===== src/rtl/thor2023_memreq_arb_pkg.sv =====
// Thor2023Pkg: shared memory-request types, function codes and arbiter constants.
// Imported by the memory request arbiter and its grant selector.
package Thor2023Pkg;

  typedef enum logic [3:0] {
    MR_NOP         = 4'd0,
    MR_LOAD        = 4'd1,
    MR_LOADZ       = 4'd2,
    MR_STORE       = 4'd3,
    MR_ICACHE_LOAD = 4'd4,
    MR_CACHE       = 4'd5
  } memory_func_t;

  typedef struct packed {
    logic [7:0]   tid;
    memory_func_t func;
    logic [5:0]   tgt;
    logic         wr;
    logic [31:0]  adr;
    logic [31:0]  res;
  } memory_arg_t;

  // First transaction id after reset; id 0 is never issued.
  localparam logic [7:0] MEMARB_TID_FIRST = 8'd1;

  // Advance a transaction id, wrapping 255 back to the first id.
  function automatic logic [7:0] memarb_next_tid(input logic [7:0] tid);
    return (tid == 8'hFF) ? MEMARB_TID_FIRST : tid + 8'd1;
  endfunction

endpackage


===== src/rtl/thor2023_memarb_sel.sv =====
// Grant selector for the memory request arbiter.
// Build macro THOR2023_MEMARB_RR_EN: when defined, round-robin between fetch
// and data; when undefined, data always beats instruction fetch.
module thor2023_memarb_sel
  import Thor2023Pkg::*;
(
`ifdef THOR2023_MEMARB_RR_EN
  input  logic clk_i,
  input  logic rst_i,
`endif
  input  logic grant_ok,
  input  logic ireq_v,
  input  logic dreq_v,
  output logic igrant,
  output logic dgrant
);

`ifdef THOR2023_MEMARB_RR_EN
  // d_pri_q high: data wins the next tie (reset points at data).
  logic d_pri_q;

  // Pick the requester; on a tie the last-granted side loses.
  always_comb begin
    igrant = 1'b0;
    dgrant = 1'b0;
    if (grant_ok) begin
      if (ireq_v && dreq_v) begin
        dgrant = d_pri_q;
        igrant = !d_pri_q;
      end else begin
        dgrant = dreq_v;
        igrant = ireq_v;
      end
    end
  end

  // Hand priority to the side that was not granted.
  always_ff @(posedge clk_i or negedge rst_i) begin
    if (!rst_i)
      d_pri_q <= 1'b1;
    else if (igrant || dgrant)
      d_pri_q <= igrant;
  end
`else
  assign dgrant = grant_ok & dreq_v;
  assign igrant = grant_ok & ireq_v & ~dreq_v;
`endif

endmodule


===== src/rtl/thor2023_memreq_arb.sv =====
// Memory request arbiter: merges fetch and load/store requests into the BIU
// request fifo, tags them with transaction ids, reads the BIU response fifo
// and routes responses back by function code.
// Build macro THOR2023_MEMARB_RR_EN selects round-robin arbitration.
module thor2023_memreq_arb
  import Thor2023Pkg::*;
#(
  parameter int MAX_OUTST = 4
) (
  input  logic        clk_i,
  input  logic        rst_i,
  input  logic        ireq_v_i,
  input  memory_arg_t ireq_i,
  output logic        ireq_rdy_o,
  input  logic        dreq_v_i,
  input  memory_arg_t dreq_i,
  output logic        dreq_rdy_o,
  output memory_arg_t memreq_o,
  input  logic        memreq_full_i,
  input  memory_arg_t memresp_i,
  input  logic        memresp_empty_i,
  output logic        memresp_rd_o,
  output logic        iresp_v_o,
  output memory_arg_t iresp_o,
  output logic        dresp_v_o,
  output memory_arg_t dresp_o,
  output logic [3:0]  outst_o,
  output logic        busy_o
);

  localparam logic [3:0] MAX_CNT = 4'(MAX_OUTST);

  logic        grant_ok;
  logic        igrant;
  logic        dgrant;
  logic        accept;
  logic        rd_pend;
  logic        resp_smp;
  logic [7:0]  tid_q;
  logic [3:0]  outst_q;
  memory_arg_t req_nxt;

  // A fifo write last cycle blocks granting this cycle.
  assign grant_ok = !memreq_full_i && (outst_q < MAX_CNT) && !memreq_o.wr;

  thor2023_memarb_sel u_sel (
`ifdef THOR2023_MEMARB_RR_EN
    .clk_i    (clk_i),
    .rst_i    (rst_i),
`endif
    .grant_ok (grant_ok),
    .ireq_v   (ireq_v_i),
    .dreq_v   (dreq_v_i),
    .igrant   (igrant),
    .dgrant   (dgrant)
  );

  assign ireq_rdy_o = igrant;
  assign dreq_rdy_o = dgrant;
  assign accept     = igrant | dgrant;
  assign resp_smp   = rd_pend;

  // Build the fifo entry: granted request with our tid and the write strobe.
  always_comb begin
    req_nxt     = dgrant ? dreq_i : ireq_i;
    req_nxt.tid = tid_q;
    req_nxt.wr  = 1'b1;
  end

  // Register the request; wr is a single-cycle strobe.
  always_ff @(posedge clk_i or negedge rst_i) begin
    if (!rst_i)
      memreq_o <= '0;
    else if (accept)
      memreq_o <= req_nxt;
    else
      memreq_o.wr <= 1'b0;
  end

  // Transaction id counter, skipping 0 on wrap.
  always_ff @(posedge clk_i or negedge rst_i) begin
    if (!rst_i)
      tid_q <= MEMARB_TID_FIRST;
    else if (accept)
      tid_q <= memarb_next_tid(tid_q);
  end

  // Pop one response at a time; data is sampled the cycle after the pop.
  always_ff @(posedge clk_i or negedge rst_i) begin
    if (!rst_i) begin
      memresp_rd_o <= 1'b0;
      rd_pend      <= 1'b0;
    end else begin
      memresp_rd_o <= !memresp_empty_i && !rd_pend && !memresp_rd_o;
      rd_pend      <= memresp_rd_o;
    end
  end

  // Route sampled responses: fetch loads to the fetch port, all else to data.
  always_ff @(posedge clk_i or negedge rst_i) begin
    if (!rst_i) begin
      iresp_v_o <= 1'b0;
      dresp_v_o <= 1'b0;
      iresp_o   <= '0;
      dresp_o   <= '0;
    end else begin
      iresp_v_o <= resp_smp && (memresp_i.func == MR_ICACHE_LOAD);
      dresp_v_o <= resp_smp && (memresp_i.func != MR_ICACHE_LOAD);
      if (resp_smp && (memresp_i.func == MR_ICACHE_LOAD))
        iresp_o <= memresp_i;
      if (resp_smp && (memresp_i.func != MR_ICACHE_LOAD))
        dresp_o <= memresp_i;
    end
  end

  // Outstanding count; a stray response at zero leaves the count at zero.
  always_ff @(posedge clk_i or negedge rst_i) begin
    if (!rst_i)
      outst_q <= 4'd0;
    else if (accept && !resp_smp)
      outst_q <= outst_q + 4'd1;
    else if (!accept && resp_smp && (outst_q != 4'd0))
      outst_q <= outst_q - 4'd1;
  end

  assign outst_o = outst_q;
  assign busy_o  = (outst_q != 4'd0);

endmodule


===== config.mk =====
export PLATFORM = sky130hd
export DESIGN_NAME = thor2023_memreq_arb
export DESIGN_NICKNAME = d
export VERILOG_FILES = /design/src/rtl/thor2023_memreq_arb_pkg.sv /design/src/rtl/thor2023_memarb_sel.sv /design/src/rtl/thor2023_memreq_arb.sv
export SDC_FILE = /design/constraint.sdc
export NUM_CORES = 1
export LEC_CHECK = 0
export BUFFER_PORTS_ARGS = -buffer_cell sky130_fd_sc_hd__buf_2
export CORE_AREA = 2 2 200 202
export CTS_CLUSTER_SIZE = 25
export DETAILED_ROUTE_END_ITERATION = 7
export DIE_AREA = 0 0 202 204
export SLEW_MARGIN = 0
export SYNTH_ARGS = -nofsm -noshare
export SYNTH_HDL_FRONTEND = slang
export SYNTH_SLANG_ARGS = --single-unit

===== constraint.sdc =====
create_clock -name clk_i -period 2.5 [get_ports clk_i]
set_clock_uncertainty 0.2 [all_clocks]
set_input_delay 0.375 -clock clk_i [delete_from_list [all_inputs] [get_ports clk_i]]
set_output_delay 0.375 -clock clk_i [all_outputs]
set_load 0.05 [all_outputs]

# ---- Word-level counts from Yosys, hierarchy flattened
# Index checks and enable logic that the tools add are counted.
# W data, S select, Z words.
dict set report op_classes {
  addsub 3
  n_lt_le_gt_ge 1
  n_eq_ne 3
  mux 5
  bitwise 5
  n_reduce_logical 17
}
# operator count
set op_table {}
lappend op_table {{$mux W75} 1}
lappend op_table {{$logic_and A1 B1 Y1} 9}
lappend op_table {{$add A8 B1 Y8 const B} 1}
lappend op_table {{$eq A8 B8 Y1 const B} 1}
lappend op_table {{$mux W4} 2}
lappend op_table {{$mux W8} 1}
lappend op_table {{$logic_not A1 Y1} 6}
lappend op_table {{$add A4 B1 Y4 const B} 1}
lappend op_table {{$eq A4 B3 Y1 const B} 1}
lappend op_table {{$lt A4 B3 Y1 const B} 1}
lappend op_table {{$ne A4 B3 Y1 const B} 1}
lappend op_table {{$reduce_bool A4 Y1} 1}
lappend op_table {{$sub A4 B1 Y4 const B} 1}
lappend op_table {{$and A1 B1 Y1} 3}
lappend op_table {{$reduce_bool A2 Y1} 1}
lappend op_table {{$mux W1} 1}
lappend op_table {{$not A1 Y1} 1}
lappend op_table {{$or A1 B1 Y1} 1}
dict set report totals {
  regBits 265
  in_bits 255
  output_inout_bits 259
}

# ---- Logic depth before layout (Yosys ltp)
# Gate-level depths: netlist of the first run.
dict set report logic_depth {
  word_depth 11
  depth_mapped 8
}

# ---- Cells and area by module
# From an unflattened synthesis of the first run, not the netlist that was laid out.
dict set report unflattened {
  cells_unflattened 779
  area_unflattened_um2 10862.9
}
# module n_inst cells_each area_per_inst_um2
set by_module_without_submodules {}
lappend by_module_without_submodules {thor2023_memreq_arb 1 777 10846.7}
lappend by_module_without_submodules {thor2023_memarb_sel 1 2 16.3}

# ---- Worst setup path before layout of the first run
# OpenSTA, ideal clock, no wires.
dict set report synth_timing {
  kind {reg-to-output}
  startpoint {register outst_q[3] (netlist: outst_o[3])}
  endpoint {output ireq_rdy_o}
  t_arrival_ns 2.397
  required_ns 1.925
  path_slack_ns -0.472
  path_stages_with_launch 3
  n_path_buf 0
  cell_sequence {dfrtp_1 -> or4_4 -> nor3b_1}
}
dict set report synth_via {
  elab_chain_cells 5
}
# item line_no
set synth_lines {}
lappend synth_lines {{from (decl)} thor2023_memreq_arb.sv:40} ;# logic [3:0] outst_q;
lappend synth_lines {{from (signal assigned)} thor2023_memreq_arb.sv:121} ;# outst_q <= outst_q + 4'd1;
lappend synth_lines {{from (signal assigned)} thor2023_memreq_arb.sv:123} ;# outst_q <= outst_q - 4'd1;
lappend synth_lines {{$lt A4 B3 Y1} thor2023_memreq_arb.sv:44} ;# assign grant_ok = !memreq_full_i && (outst_q < MAX_CNT) && !memreq_o.wr;
lappend synth_lines {{$logic_and A1 B1 Y1 (2 in series)} thor2023_memreq_arb.sv:44}
lappend synth_lines {{$and A1 B1 Y1 (2 in series)} thor2023_memarb_sel.sv:46} ;# assign igrant = grant_ok & ireq_v & ~dreq_v;
lappend synth_lines {{to (decl)} thor2023_memreq_arb.sv:14} ;# output logic ireq_rdy_o,
# Every way passes these cells.

# ---- Worst setup path in the final report of the first run
# Same ends and word-level chain as after synthesis.

==> flow_summary.toml, run 1 <==
[run_status]
status = "finished with violations"
violations = "hold timing, setup timing"

[floorplan]
num_rows = 73
core_sq_um = 39200
num_io_pins = 514
dieArea_sq_um = 41200
start_util = 0.272
die_height_microns = 204
die_x_microns = 202

[placement]
dp_worst_setup_slack_ps = -33.8
globalplace.congestion = 0.860
dpl_cell_area_sq_um = 14000
port_buffers = 495
dp_hpwl_microns = 24200

[critical_path]
cp_data_required_time_ps = 1920
slowest_stage = "or4_4"
path_max_fanout = 2
path_common_cell = "buf_6"
startpoint_type = "register"
slowest_delay_ps = 520
cp_num_buf_inv = 2
endpoint_kind = "output pin"
crit_type = "register to output pin"
critPathArrivalTime_ps = 2010
path_cells = "or4_4 -> buf_6 -> nor3b_4 -> buf_6"
path_delay_family = "simple AND/OR/NAND/NOR gates"

[detailed_routing]
via_per_inst = 4.38
vias = 9205
finalWirelength_microns = 36100
routedWlPerCell_microns = 17.2
drtIter0Drc = 274
dr.pass1.iters = 4
drc = 0
ant_nets = 0

[timing]
tns_ps = -140
min_period_ps = 2580
finalHoldViolations = 4
maxSlewHeadroom = 0.590
finalSetupViolCount = 3
max_clock_freq_mhz = 387
fin_crit_sh = 1.03
max_slew.worst_pin.slew_ps = 615
slew_violations = 0
worst_slack_ps = -80.9
holdWs_ps = -55.4
rsz0062_at_grt = "true"

[flow_run]
cap_violations = 0

[logic_synthesis]
synth_warnings = 0
synth_area_sq_um = 10700
yosys-top-cells-area = "dfrtp_1 62%, mux2_2 17%, mux2i_1 7.3%"
syn_avg_cell_area_sq_um = 13.5
synth_commonest_cells = "264 x dfrtp_1, 159 x mux2_2, 109 x nand2_1"
synth-edff-count = 0
yosysSeqAreaShare = 0.621
yosys.area.top_type = "dfrtp_1"
ys_async_sr_fraction = 1.00
synthCells = 789
ys_ff_latch = 265
synth_ff_type = "dfrtp_1"
post_synth_num_cell_types = 39
netlist.area_leader.share = 0.619
synth.most_common_cell = "dfrtp_1"
syn_nets = 1048

[clock_network]
clkTransAtPathRegs_ps = 60
cts_buffer_depth = 3
insertion_delay_ps = 560
htree_levels = 1
cts_sinks = 265
cts_tree = "built"
cts_buffers = 28
cts_root_buf = "clkbuf_16"

[grt]
grt_use_total = 0.161
gr-usage-met3 = 0.0343
grt_use_met2 = 0.284
grt_pass1_wl_microns = 52400
grtUsageMet1 = 0.185
grt_start_max_net_pins = 145
grt_pass1_vias = 9358
antenna_found_initial = 2
gr-total-overflow = 0
busiest_layer = "met2"

[finish]
drive_gt1_frac = 0.498
num-fill-cells = 3499
fin_area_sq_um = 17600
areaGrowthSynthToFinish_pct = 64.7
fin_util = 0.449
finalNetCount = 1814

[power]
power_leakage_nw = 9.21
peakVddDrop_uv = 599
power_density_nw_per_um2 = 1120

[worst_hold_path]
worstHoldPathType = "primary input to register"
==> stage by stage <==
stage	std cells	power, W	hold WS (ps)
2_1_floorplan	789	0.0125	-121
3_3_place_gp	1796	0.0149	190
3_5_place_dp	1796	0.0150	194
4_1_cts	2080	0.0196	0.746
5_1_grt	2101	0.0205	-14.3
6_report	2101	0.0196	-55.4
==> layout make-up <==
cell class	count	area, sq um	area share
Tap cell	525	657	0.0374
Sequential cell	265	6640	0.378
Antenna cell	1	2.50	0.000142
Clock inverter	14	169	0.00961
Clock buffer	36	761	0.0433
Multi-Input combinational cell	473	3860	0.220
Inverter	5	21.3	0.00121
Timing Repair Buffer	782	5470	0.311
==> worst min-delay path: stages <==
cell	delay, ps
buf_2	80
mux2i_1	50
o21ai_0	130
==> flip-flops by register name (all words and copies together) (netlist names) <==
register      cells
iresp_o          83
dresp_o          83
tid_q             8
memreq_o         83
outst_o           4
dresp_v_o         1
memresp_rd_o      1
iresp_v_o         1
rd_pend           1
==> metal layers <==
metal / share of wire / vias to the layer above
met5: 0.00019 / -
met4: 0.050 / 2
met3: 0.071 / 73
met2: 0.49 / 414
met1: 0.38 / 4444
li1: - / 4272
==> report_power, final <==
| part | internal (W) | total, W | switching (W) |
|---|---|---|---|
| logic | 0.00253 | 0.00914 | 0.00661 |
| registers | 0.00559 | 0.00632 | 0.000730 |
| clock network | 0.00246 | 0.00416 | 0.00170 |
==> cells in the final DEF, fill, tap and decap left out, drive strengths merged, types with 2 or more instances in the layout <==
cell / netlist / routed
a21oi: 3 / 3
a22o: 2 / 2
and2: 6 / 6
and3: 2 / 2
buf: 31 / 551
bufinv: 0 / 3
clkbuf: 15 / 39
clkinv: 0 / 9
clkinvlp: 0 / 2
dfrtp: 264 / 264
dlygate4sd3: 0 / 227
ha: 3 / 3
inv: 5 / 5
mux2: 160 / 160
mux2i: 78 / 78
nand2: 109 / 109
nand2b: 3 / 3
nand3: 2 / 2
nor2: 2 / 2
nor3: 3 / 3
nor3b: 2 / 2
o21ai: 79 / 79
or2: 2 / 2
or4: 2 / 2
xnor2: 3 / 3
xor2: 3 / 3
==> logic make-up (layout without fill, tap and decap cells) <==
family / Yosys count / after routing / synth area share
compound gates: 89 / 89 / 0.0438
other cells: 0 / 1 / 0
fa+ha+maj: 4 / 4 / 0.00539
flops: 265 / 265 / 0.621
buf+inv: 51 / 837 / 0.0247
mux: 238 / 238 / 0.242
xor+xnor: 6 / 6 / 0.00492
simple gates: 136 / 136 / 0.0574
==> worst paths after layout <==
| path | from | end | slack (ps) | cells past startpoint |
|---|---|---|---|---|
| worst max-delay path | outst_o[3]$_DFFE_PN0P_ | ireq_rdy_o | -80 | 4 |
| worst min-delay path | ireq_i[65] | memreq_o[65]$_DFFE_PN0N_ | -60 | 3 |
| worst max register to register | outst_o[3]$_DFFE_PN0P_ | outst_o[1]$_DFFE_PN0P_ | -30 | 8 |
| worst min register to register | memresp_rd_o$_DFF_PN0_ | rd_pend$_DFF_PN0_ | 210 | 0 |
| max in group asynchronous | rst_i | iresp_o[29]$_DFFE_PN0P_ | 1190 | 3 |
| min in group asynchronous | rst_i | dresp_o[58]$_DFFE_PN0P_ | 190 | 2 |
==> repair_timing <==
action,in CTS,in global routing
setup endpoints to repair,3,52
hold buffers,232,25
hold endpoints to repair,297,25
pin swaps,5,3
resized for setup,10,21
buffers inserted,2,20
cloned,0,4
No activity file was read; power rests on OpenSTA's default activity.
==> run 2: changes to the inputs <==
--- a/config.mk
+++ b/config.mk
@@ -6,10 +6,10 @@
 export NUM_CORES = 1
 export LEC_CHECK = 0
 export BUFFER_PORTS_ARGS = -buffer_cell sky130_fd_sc_hd__buf_2
-export CORE_AREA = 2 2 200 202
+export CORE_AREA = 2 2 199 201
 export CTS_CLUSTER_SIZE = 25
 export DETAILED_ROUTE_END_ITERATION = 7
-export DIE_AREA = 0 0 202 204
+export DIE_AREA = 0 0 201 203
 export SLEW_MARGIN = 0
 export SYNTH_ARGS = -nofsm -noshare
 export SYNTH_HDL_FRONTEND = slang
==> constraint.sdc (replaced) <==
create_clock -name clk_i -period 2.7 [get_ports clk_i]
set_clock_uncertainty 0.2 [all_clocks]
set_input_delay 0.405 -clock clk_i [delete_from_list [all_inputs] [get_ports clk_i]]
set_output_delay 0.405 -clock clk_i [all_outputs]
set_load 0.05 [all_outputs]
==> flow_summary.toml, run 2 (synthesized netlist as in run 1, its figures left out) <==
[floorplan]
core_sq_um = 38500
num_rows = 72
die_height_microns = 203
num_io_pins = 514
start_util = 0.277
dieArea_sq_um = 40800
die_x_microns = 201

[flow_run]
cap_violations = 0

[critical_path]
startpoint_type = "register"
crit_type = "register to output pin"
reg2reg_depth = 8
cp_data_required_time_ps = 2100
endpoint_kind = "output pin"
critPathArrivalTime_ps = 2000
path_max_fanout = 5

[power]
p_sw_w = 0.00825
power_density_nw_per_um2 = 1050
power.internal_w = 0.00991
power_leakage_nw = 9.09
peakVddDrop_uv = 1070
combinationalPowerShare = 0.451
seq_power_share = 0.323
clockPowerShare = 0.226
p_sw_frac = 0.454
design_power_total_w = 0.0182

[timing]
finalHoldViolations = 0
slew_violations = 0
max_clock_freq_mhz = 384
min_period_ps = 2600
fin_crit_sh = 0.965
holdWs_ps = 11.2
maxSlewHeadroom = 0.550
rsz0062_at_grt = "false"
tns_ps = 0
finalSetupViolCount = 0
max_slew.worst_pin.slew_ps = 676

[finish]
areaGrowthSynthToFinish_pct = 61.7
layout_common_cells = "492 x buf_2, 261 x dfrtp_1, 224 x dlygate4sd3_1, 159 x mux2_2, 106 x nand2_1"
register_area_sq_um = 6640
num-fill-cells = 3453
finalNetCount = 1786
reg.largest.list = "dresp_o (83), iresp_o (83), memreq_o (83)"
drive_gt1_frac = 0.488
final_common_cell = "buf_2"
multiInputGateArea_sq_um = 3820

[grt]
gr-usage-met3 = 0.0414
grt_pass1_vias = 9694
grtUsageMet1 = 0.185
grt_pass1_wl_microns = 54000
gr-total-overflow = 0
busiest_layer = "met2"
grt_use_met2 = 0.295
grt_use_total = 0.167
antenna_found_initial = 4
grt_start_max_net_pins = 108

[clock_network]
cts_buffers = 29
cts_sinks = 265
cts_root_buf = "clkbuf_16"
htree_levels = 1
cts_tree = "built"
insertion_delay_ps = 550
clkTransAtPathRegs_ps = 60
cts_buffer_depth = 3

[detailed_routing]
dr.pass1.iters = 4
ant_nets = 0
finalWirelength_microns = 35000
via_per_inst = 4.37
drc = 0
routedWlPerCell_microns = 16.9
drtIter0Drc = 298
vias = 9049

[placement]
dp_hpwl_microns = 24400
port_buffers = 495
globalplace.congestion = 0.792

[worst_hold_path]
hold_depth = 3
worstHoldPathType = "primary input to register"

[run_status]
status = "finished clean"
-- run 2: per-layer routing --
metal / wire length, microns / part of all wire
met1: 13400 / 0.38
met2: 17500 / 0.50
met3: 2540 / 0.073
met4: 1590 / 0.045
met5: 0 / 0
-- run 2: final cells by class --
cell class,count,area share
Clock inverter,11,0.00797
Antenna cell,4,0.000580
Clock buffer,43,0.0509
Multi-Input combinational cell,473,0.221
Sequential cell,265,0.384
Tap cell,518,0.0375
Inverter,5,0.00109
Timing Repair Buffer,753,0.296
-- run 2: stage by stage --
| stage | utilization | setup WS, ps | cells | area [sq um] |
|---|---|---|---|---|
| detailed placement | 0.363 | 109 | 1788 | 14000 |
| CTS | 0.448 | 5.47 | 2066 | 17200 |
| global route | 0.449 | 11.4 | 2072 | 17300 |
| finish | 0.449 | 95.1 | 2072 | 17300 |
| global placement | 0.363 | 157 | 1788 | 14000 |
| floorplan | - | 47.9 | 789 | 10700 |
-- run 2: final timing paths --
kind / from / to / slack (ps)
max in group asynchronous: rst_i / outst_o[3]$_DFFE_PN0P_ / 1330
min in group asynchronous: rst_i / memreq_o[60]$_DFFE_PN0N_ / 270
worst max-delay path: outst_o[3]$_DFFE_PN0P_ / busy_o / 100
worst min-delay path: dreq_i[55] / memreq_o[55]$_DFFE_PN0N_ / 10
worst max register to register: memreq_o[64]$_DFF_PN0_ / outst_o[3]$_DFFE_PN0P_ / 140
worst min register to register: memresp_rd_o$_DFF_PN0_ / rd_pend$_DFF_PN0_ / 220
-- run 2: power by group through the flow --
| stage | Sequential [W] | Combinational (W) | Clock (W) |
|---|---|---|---|
| finish | 0.00586 | 0.00819 | 0.00411 |
| global route | 0.00601 | 0.00860 | 0.00441 |
| CTS | 0.00585 | 0.00819 | 0.00423 |
| detailed placement | 0.00590 | 0.00790 | 0 |
| global placement | 0.00586 | 0.00782 | 0 |
| floorplan | 0.00994 | 0.00160 | 0 |
-- run 2: timing repair --
action,4_1_cts,5_1_grt
cloned,0,0
gates resized for setup,2,5
endpoints found under the hold margin,302,0
hold buffers,224,0
pin swaps,0,1
setup endpoints to repair,1,4
buffers inserted,0,2
-- run 2: critical path, stage by stage, from the launching register on --
cell and delay, ps:
dfrtp_2 410, buf_4 160, or4_2 690, buf_6 190
